[config.mk]
export PLATFORM = sky130hd
export DESIGN_NAME = dm_axi_master_flat
export DESIGN_NICKNAME = d
export VERILOG_FILES = /design/src/rtl/dm_axi_if.sv /design/src/rtl/dm_axi_master.sv /design/src/flat_wrapper.sv
export SDC_FILE = /design/constraint.sdc
export NUM_CORES = 1
export LEC_CHECK = 0
export CELL_PAD_IN_SITES_DETAIL_PLACEMENT = 1
export CELL_PAD_IN_SITES_GLOBAL_PLACEMENT = 2
export CORE_MARGIN = 3
export CORE_UTILIZATION = 21
export CTS_CLUSTER_SIZE = 20
export DETAILED_ROUTE_END_ITERATION = 8
export HOLD_SLACK_MARGIN = 0.06
export PLACE_DENSITY_LB_ADDON = 0.1
export SLEW_MARGIN = 30
export SYNTH_ARGS = -nofsm -noshare
export SYNTH_HDL_FRONTEND = slang
export SYNTH_SLANG_ARGS = --single-unit
[constraint.sdc]
create_clock -name clk -period 1.7 [get_ports clk]
set_input_delay 0.255 -clock clk [delete_from_list [all_inputs] [get_ports clk]]
set_output_delay 0.255 -clock clk [all_outputs]
set_load 0.03 [all_outputs]
[src/rtl/dm_axi_if.sv]
// Single-beat AXI4 bus between the data-memory master and its slave/interconnect.
interface dm_axi_if #(
    parameter int ID_WIDTH = 4
);
    logic [ID_WIDTH-1:0] ARID;
    logic [31:0]         ARADDR;
    logic [3:0]          ARLEN;
    logic [2:0]          ARSIZE;
    logic [1:0]          ARBURST;
    logic                ARVALID;
    logic                ARREADY;

    logic [ID_WIDTH-1:0] RID;
    logic [31:0]         RDATA;
    logic [1:0]          RRESP;
    logic                RLAST;
    logic                RVALID;
    logic                RREADY;

    logic [ID_WIDTH-1:0] AWID;
    logic [31:0]         AWADDR;
    logic [3:0]          AWLEN;
    logic [2:0]          AWSIZE;
    logic [1:0]          AWBURST;
    logic                AWVALID;
    logic                AWREADY;

    logic [31:0]         WDATA;
    logic [3:0]          WSTRB;
    logic                WLAST;
    logic                WVALID;
    logic                WREADY;

    logic [ID_WIDTH-1:0] BID;
    logic [1:0]          BRESP;
    logic                BVALID;
    logic                BREADY;

    modport master (
        output ARID, ARADDR, ARLEN, ARSIZE, ARBURST, ARVALID, input ARREADY,
        input  RID, RDATA, RRESP, RLAST, RVALID, output RREADY,
        output AWID, AWADDR, AWLEN, AWSIZE, AWBURST, AWVALID, input AWREADY,
        output WDATA, WSTRB, WLAST, WVALID, input WREADY,
        input  BID, BRESP, BVALID, output BREADY
    );

    modport slave (
        input  ARID, ARADDR, ARLEN, ARSIZE, ARBURST, ARVALID, output ARREADY,
        output RID, RDATA, RRESP, RLAST, RVALID, input RREADY,
        input  AWID, AWADDR, AWLEN, AWSIZE, AWBURST, AWVALID, output AWREADY,
        input  WDATA, WSTRB, WLAST, WVALID, output WREADY,
        output BID, BRESP, BVALID, input BREADY
    );
endinterface

[src/rtl/dm_axi_master.sv]
// MEM-stage load/store to single-beat AXI4 transaction; holds the pipeline via
// DM_STALL until the read data or write response arrives.
module dm_axi_master #(
    parameter int                  ID_WIDTH  = 4,
    parameter logic [ID_WIDTH-1:0] MASTER_ID = 4'd1
) (
    input  logic        clk,
    input  logic        rst,
    input  logic        req_read,
    input  logic [3:0]  req_web,
    input  logic [31:0] req_addr,
    input  logic [31:0] req_wdata,
    output logic        DM_STALL,
    output logic [31:0] rdata,
    output logic        resp_err,
    dm_axi_if.master    axi
);
    typedef enum logic [2:0] {IDLE, RD_ADDR, RD_DATA, WR_ADDR_DATA, WR_RESP} state_t;

    state_t      state;
    logic        aw_done, w_done;
    logic [31:0] addr_q, wdata_q, rdata_q;
    logic [3:0]  strb_q;

    logic store, load, aw_hs, w_hs;
    assign store = (req_web != 4'hf);
    assign load  = req_read & ~store;
    assign aw_hs = axi.AWVALID & axi.AWREADY;
    assign w_hs  = axi.WVALID & axi.WREADY;

    assign axi.ARID    = MASTER_ID;
    assign axi.AWID    = MASTER_ID;
    assign axi.ARLEN   = 4'd0;
    assign axi.AWLEN   = 4'd0;
    assign axi.ARSIZE  = 3'b010;
    assign axi.AWSIZE  = 3'b010;
    assign axi.ARBURST = 2'b01;
    assign axi.AWBURST = 2'b01;
    assign axi.WLAST   = 1'b1;

    // Handshake controls come only from registered state so they cannot glitch
    // with slave inputs; payloads are the captured request.
    assign axi.ARVALID = (state == RD_ADDR);
    assign axi.ARADDR  = addr_q;
    assign axi.RREADY  = (state == RD_DATA);
    assign axi.AWVALID = (state == WR_ADDR_DATA) & ~aw_done;
    assign axi.AWADDR  = addr_q;
    assign axi.WVALID  = (state == WR_ADDR_DATA) & ~w_done;
    assign axi.WDATA   = wdata_q;
    assign axi.WSTRB   = strb_q;
    assign axi.BREADY  = (state == WR_RESP);

    always_comb begin
        DM_STALL = 1'b0;
        case (state)
            IDLE:         DM_STALL = store | load;
            RD_ADDR:      DM_STALL = 1'b1;
            RD_DATA:      DM_STALL = ~axi.RVALID;
            WR_ADDR_DATA: DM_STALL = 1'b1;
            WR_RESP:      DM_STALL = ~axi.BVALID;
            default:      DM_STALL = 1'b0;
        endcase
        if (rst) DM_STALL = 1'b0;
    end

    // Forward RDATA in the completion cycle so MEM/WB sees it as the stall drops.
    assign rdata = (state == RD_DATA && axi.RVALID) ? axi.RDATA : rdata_q;

    always_ff @(posedge clk) begin
        if (rst) begin
            state    <= IDLE;
            aw_done  <= 1'b0;
            w_done   <= 1'b0;
            addr_q   <= '0;
            wdata_q  <= '0;
            rdata_q  <= '0;
            strb_q   <= '0;
            resp_err <= 1'b0;
        end else begin
            resp_err <= 1'b0;
            case (state)
                IDLE: begin
                    if (store || load) begin
                        addr_q  <= req_addr;
                        wdata_q <= req_wdata;
                        strb_q  <= ~req_web;
                        state   <= store ? WR_ADDR_DATA : RD_ADDR;
                    end
                end
                RD_ADDR: if (axi.ARREADY) state <= RD_DATA;
                RD_DATA: begin
                    if (axi.RVALID) begin
                        rdata_q  <= axi.RDATA;
                        resp_err <= (axi.RRESP != 2'b00);
                        state    <= IDLE;
                    end
                end
                WR_ADDR_DATA: begin
                    if ((aw_done || aw_hs) && (w_done || w_hs)) begin
                        aw_done <= 1'b0;
                        w_done  <= 1'b0;
                        state   <= WR_RESP;
                    end else begin
                        aw_done <= aw_done | aw_hs;
                        w_done  <= w_done | w_hs;
                    end
                end
                WR_RESP: begin
                    if (axi.BVALID) begin
                        resp_err <= (axi.BRESP != 2'b00);
                        state    <= IDLE;
                    end
                end
                default: state <= IDLE;
            endcase
        end
    end

    logic unused_ok;
    assign unused_ok = ^{axi.RID, axi.BID, axi.RLAST};
endmodule

[src/flat_wrapper.sv]
// flat-port wrapper written by rule: the top's interface ports become plain ports
module dm_axi_master_flat 
#(
    parameter int                  ID_WIDTH  = 4,
    parameter logic [ID_WIDTH-1:0] MASTER_ID = 4'd1
)
  (clk, rst, req_read, req_web, req_addr, req_wdata, DM_STALL, rdata, resp_err, axi_ARID, axi_ARADDR, axi_ARLEN, axi_ARSIZE, axi_ARBURST, axi_ARVALID, axi_ARREADY, axi_RID, axi_RDATA, axi_RRESP, axi_RLAST, axi_RVALID, axi_RREADY, axi_AWID, axi_AWADDR, axi_AWLEN, axi_AWSIZE, axi_AWBURST, axi_AWVALID, axi_AWREADY, axi_WDATA, axi_WSTRB, axi_WLAST, axi_WVALID, axi_WREADY, axi_BID, axi_BRESP, axi_BVALID, axi_BREADY);
  dm_axi_if #(.ID_WIDTH(ID_WIDTH)) axi_i ();
  input  logic clk;
  input  logic rst;
  input  logic req_read;
  input  logic [3:0] req_web;
  input  logic [31:0] req_addr;
  input  logic [31:0] req_wdata;
  output logic DM_STALL;
  output logic [31:0] rdata;
  output logic resp_err;
  output wire logic [$bits(axi_i.ARID)-1:0] axi_ARID;
  output wire logic [$bits(axi_i.ARADDR)-1:0] axi_ARADDR;
  output wire logic [$bits(axi_i.ARLEN)-1:0] axi_ARLEN;
  output wire logic [$bits(axi_i.ARSIZE)-1:0] axi_ARSIZE;
  output wire logic [$bits(axi_i.ARBURST)-1:0] axi_ARBURST;
  output wire logic [$bits(axi_i.ARVALID)-1:0] axi_ARVALID;
  input wire logic [$bits(axi_i.ARREADY)-1:0] axi_ARREADY;
  input wire logic [$bits(axi_i.RID)-1:0] axi_RID;
  input wire logic [$bits(axi_i.RDATA)-1:0] axi_RDATA;
  input wire logic [$bits(axi_i.RRESP)-1:0] axi_RRESP;
  input wire logic [$bits(axi_i.RLAST)-1:0] axi_RLAST;
  input wire logic [$bits(axi_i.RVALID)-1:0] axi_RVALID;
  output wire logic [$bits(axi_i.RREADY)-1:0] axi_RREADY;
  output wire logic [$bits(axi_i.AWID)-1:0] axi_AWID;
  output wire logic [$bits(axi_i.AWADDR)-1:0] axi_AWADDR;
  output wire logic [$bits(axi_i.AWLEN)-1:0] axi_AWLEN;
  output wire logic [$bits(axi_i.AWSIZE)-1:0] axi_AWSIZE;
  output wire logic [$bits(axi_i.AWBURST)-1:0] axi_AWBURST;
  output wire logic [$bits(axi_i.AWVALID)-1:0] axi_AWVALID;
  input wire logic [$bits(axi_i.AWREADY)-1:0] axi_AWREADY;
  output wire logic [$bits(axi_i.WDATA)-1:0] axi_WDATA;
  output wire logic [$bits(axi_i.WSTRB)-1:0] axi_WSTRB;
  output wire logic [$bits(axi_i.WLAST)-1:0] axi_WLAST;
  output wire logic [$bits(axi_i.WVALID)-1:0] axi_WVALID;
  input wire logic [$bits(axi_i.WREADY)-1:0] axi_WREADY;
  input wire logic [$bits(axi_i.BID)-1:0] axi_BID;
  input wire logic [$bits(axi_i.BRESP)-1:0] axi_BRESP;
  input wire logic [$bits(axi_i.BVALID)-1:0] axi_BVALID;
  output wire logic [$bits(axi_i.BREADY)-1:0] axi_BREADY;
  assign axi_ARID = axi_i.ARID;
  assign axi_ARADDR = axi_i.ARADDR;
  assign axi_ARLEN = axi_i.ARLEN;
  assign axi_ARSIZE = axi_i.ARSIZE;
  assign axi_ARBURST = axi_i.ARBURST;
  assign axi_ARVALID = axi_i.ARVALID;
  assign axi_i.ARREADY = axi_ARREADY;
  assign axi_i.RID = axi_RID;
  assign axi_i.RDATA = axi_RDATA;
  assign axi_i.RRESP = axi_RRESP;
  assign axi_i.RLAST = axi_RLAST;
  assign axi_i.RVALID = axi_RVALID;
  assign axi_RREADY = axi_i.RREADY;
  assign axi_AWID = axi_i.AWID;
  assign axi_AWADDR = axi_i.AWADDR;
  assign axi_AWLEN = axi_i.AWLEN;
  assign axi_AWSIZE = axi_i.AWSIZE;
  assign axi_AWBURST = axi_i.AWBURST;
  assign axi_AWVALID = axi_i.AWVALID;
  assign axi_i.AWREADY = axi_AWREADY;
  assign axi_WDATA = axi_i.WDATA;
  assign axi_WSTRB = axi_i.WSTRB;
  assign axi_WLAST = axi_i.WLAST;
  assign axi_WVALID = axi_i.WVALID;
  assign axi_i.WREADY = axi_WREADY;
  assign axi_i.BID = axi_BID;
  assign axi_i.BRESP = axi_BRESP;
  assign axi_i.BVALID = axi_BVALID;
  assign axi_BREADY = axi_i.BREADY;
  dm_axi_master #(.ID_WIDTH(ID_WIDTH), .MASTER_ID(MASTER_ID)) u_core (.clk(clk), .rst(rst), .req_read(req_read), .req_web(req_web), .req_addr(req_addr), .req_wdata(req_wdata), .DM_STALL(DM_STALL), .rdata(rdata), .resp_err(resp_err), .axi(axi_i));
endmodule
==> impl_results.md <==
* Run status: finished, violations left
* Failing checks: negative setup slack
* Clock Pin Slew Worst Setup and Hold Paths at 0.08 ns
* Final worst setup slack at -0.3582 ns
* Routed via count at 4225
* Final Cycle Share at 1.211
* Synth Warn # at 0
* P&R area growth vs syn at 65.91%
* Setup violators final at 35
* Post-synthesis cell area at 4985 µm²
* Post-synth top area cell: dfxtp_1
* Largest net degree at the start of global routing at 75
* Gr usage total at 0.1243
* CP delay by family, top: buffers and inverters
* Worst hold slack at 0.4514 ns
* Vias in the first global route at 4405
* DR pass1 iterations at 4
* Post-DP Area at 7508 µm²
* DRC Markers at 0
* Final non-filler cell area at 8270 µm²
* Post-route minimum period at 2.058 ns
* HP Class: in -> reg
* Post-Layout Cell Count at 1062
* Mean Syn Cell Area at 9.717 µm²
* Syn Inst Count at 513
* Die X at 160.1 µm
* #FFs+latches synth at 106
* Critical Path Start Type: input pin
* CTS tree: done
* Nets at 865
* DR top layer: met4
* DP Cell Count at 1029
* FMAX at 0.4859 GHz
* HPWL after DPL at 12.28 mm
* Area share of the largest cell type after synthesis at 0.4257
* Clock Tree Buf Depth at 2
* # IOs at 287
* Critical path class: in -> out
* Clock buffer count from CTS at 9
* Slew headroom at 0.6426
* Leading post-synthesis cells by cell area: dfxtp_1 (43%), mux2i_1 (13%), buf_4 (8.9%), mux2_4 (8.7%), nand2_1 (8.3%)
* Slew at the pin closest to its max-slew limit at 0.5294 ns
* First-pass GRT wire length at 25.43 mm
* Final core occ at 0.3598
* Clk sink count at 106
* Die area at 25620 µm²
* Sequential fraction of the synthesis area at 0.4257
* CP required at 1.44 ns
* Routability congestion estimate at 0.7204
* Die Y at 160.1 µm
* Port Buffers at 250
* Share of cells above drive strength 1 at 0.1923
* Max stage delay on crit path at 0.50 ns
* RSZ-0062 raised after global routing: true
* Distinct cell type count after synthesis at 36
* CTS root buffer: clkbuf_16
* Buf/Inv on CP at 4
* Slowest CP cell: clkdlybuf4s50_1
* CP Max Fanout at 8
* Core area at 22980 µm²
* Pre-CTS setup slack at -0.7989 ns
* Met1 WL at 7.089 mm
* Initial antenna violation count at 0
* Final Max Slew Viols at 0
* Max Cap Viol at 0
* DR vias/cell at 3.978
* Detailed router's first-iteration violation count at 107
* Drt wl/cell at 15.83 µm
* Diode count at 0
* Leak Pwr at 4.209 nW
* CP Capture Type: primary output
* Worst-Skew Late Latency at 0.35 ns
* Htree depth at 3
* Met2 wire length at 8.391 mm
* # rows at 55
* Critical-path cell list: clkdlybuf4s50_1, and4bb_4, buf_12, buf_16, mux2_4, buf_6
* Post-Route WL at 16.81 mm
* Pwr/cell area at 1132 nW/µm²
* Post-route ant nets at 0
* Final hold viol count at 0
* Max Clock Skew at 0.01429 ns
* Critical Path AT at 1.80 ns
* Maximum vdd drop at 0.5611 mV
* Congestion Overflow GR at 0
* Initial Util at 0.2169
* Metal3 WL at 1.116 mm
==> cells in the mapped netlist <==
library cell / number
buf_2: 2
and2_1: 32
nand4_1: 1
clkbuf_1: 20
o211ai_1: 1
nor2_1: 9
o21a_1: 2
conb_1: 2
a221oi_1: 1
nand2_1: 110
mux2i_1: 64
nand2b_1: 20
inv_1: 4
buf_4: 59
and4bb_1: 1
a31o_2: 4
dfxtp_1: 106
mux2_2: 3
mux2_4: 29
a31oi_1: 2
o22ai_1: 1
a21oi_1: 6
nor3b_1: 4
buf_6: 5
or2_2: 1
and3b_1: 1
nor2b_1: 1
nand3_1: 1
and3_1: 1
nor4b_1: 1
o21ai_0: 4
o311ai_0: 1
buf_8: 6
o2111ai_1: 2
nor3_1: 5
nand3b_1: 1
==> flip-flops by register name, indices dropped and copies added (netlist names) <==
register           flops
u_core.axi.WSTRB       4
u_core.resp_err        1
u_core.w_done          1
u_core.rdata_q        32
u_core.aw_done         1
u_core.state           3
u_core.axi.WDATA      32
u_core.axi.ARADDR     32
==> path summary, 6_finish.rpt <==
check / start / end / slack (ns) / cells past startpoint
hold reg to reg: u_core.axi.WDATA[9]$_SDFFE_PP0P_ / u_core.axi.WDATA[9]$_SDFFE_PP0P_ / 0.46 / 2
setup / recovery: axi_RVALID / rdata[8] / -0.36 / 6
setup reg to reg: u_core.state[1]$_SDFFE_PP0P_ / u_core.state[2]$_SDFFE_PP0P_ / 0.02 / 7
hold / removal: req_wdata[18] / u_core.axi.WDATA[18]$_SDFFE_PP0P_ / 0.45 / 3
==> placed cells by master (no fill, tap or decap), types with 2 or more instances in the layout <==
cell type	instances
nand2b_1	20
clkdlybuf4s50_1	140
o21ai_0	2
conb_1	27
clkbuf_16	10
o21ai_1	2
nor2_1	7
nor2_2	2
buf_6	43
dlygate4sd2_1	25
nor3_1	2
dlymetal6s2s_1	47
buf_4	22
bufinv_16	2
mux2i_1	64
and2_1	32
nor3b_1	4
nand2_1	110
mux2_4	32
buf_12	6
a21oi_1	6
dfxtp_2	3
nor3_4	2
a31o_2	4
inv_8	2
o2111ai_1	2
dfxtp_1	103
buf_16	2
inv_4	2
==> metrics by stage <==
stage / TNS, ns / total power, mW
floorplan: 0 / 5.596
detailed placement: -32.53 / 6.945
CTS: -11.20 / 9.473
finish: -10.75 / 9.359
global route: -12.41 / 9.841
global placement: -33.27 / 6.882
==> layer usage <==
metal | track usage | vias to the layer above
met5 | 0 | -
met4 | 0.03314 | 0
met3 | 0.03839 | 12
met2 | 0.2196 | 157
met1 | 0.1456 | 2006
li1 | - | 2050
==> cells by family (layout without fill, tap and decap cells) <==
family	count (synthesis)	in the layout	synth area share
and+or+nand+nor	189	189	0.1795
DFF	106	106	0.4257
muxes	96	96	0.2226
buffers and inverters	96	307	0.1383
AOI/OAI and AO/OA	24	24	0.03238
other	2	27	0.001507
==> power breakdown <==
| part | total, mW | internal, mW | switching, mW |
|---|---|---|---|
| sequential | 3.04 | 2.83 | 0.207 |
| combinational | 3.97 | 1.82 | 2.15 |
| clock | 2.35 | 1.32 | 1.03 |
| total | 9.36 | 5.97 | 3.39 |
==> cell type report <==
| class | instances | area, µm² |
|---|---|---|
| clock inverter | 7 | 107.6 |
| tap | 313 | 391.6 |
| clock buffer | 9 | 225.2 |
| fill | 2618 | 14710 |
| timing repair buffer | 287 | 3063 |
| multi-input combinational | 336 | 2337 |
| sequential | 106 | 2126 |
| inverter | 4 | 20.02 |
==> timing repair <==
item,CTS,global route
gates cloned,3,2
pin swaps,3,6
hold buffers,0,0
gates resized for setup,271,68
setup buffers,4,10
endpoints found under the setup margin,60,151
==> worst reg2reg max path, delay by kind of cell, from the launching register on <==
kind / cells / cell delay [ns]
buffers and inverters: 4 / 0.48
AND/OR/NAND/NOR: 2 / 0.47
flip-flops: 1 / 0.35
AO/OA/AOI/OAI: 1 / 0.28
Power figures use the tool's default switching activity.
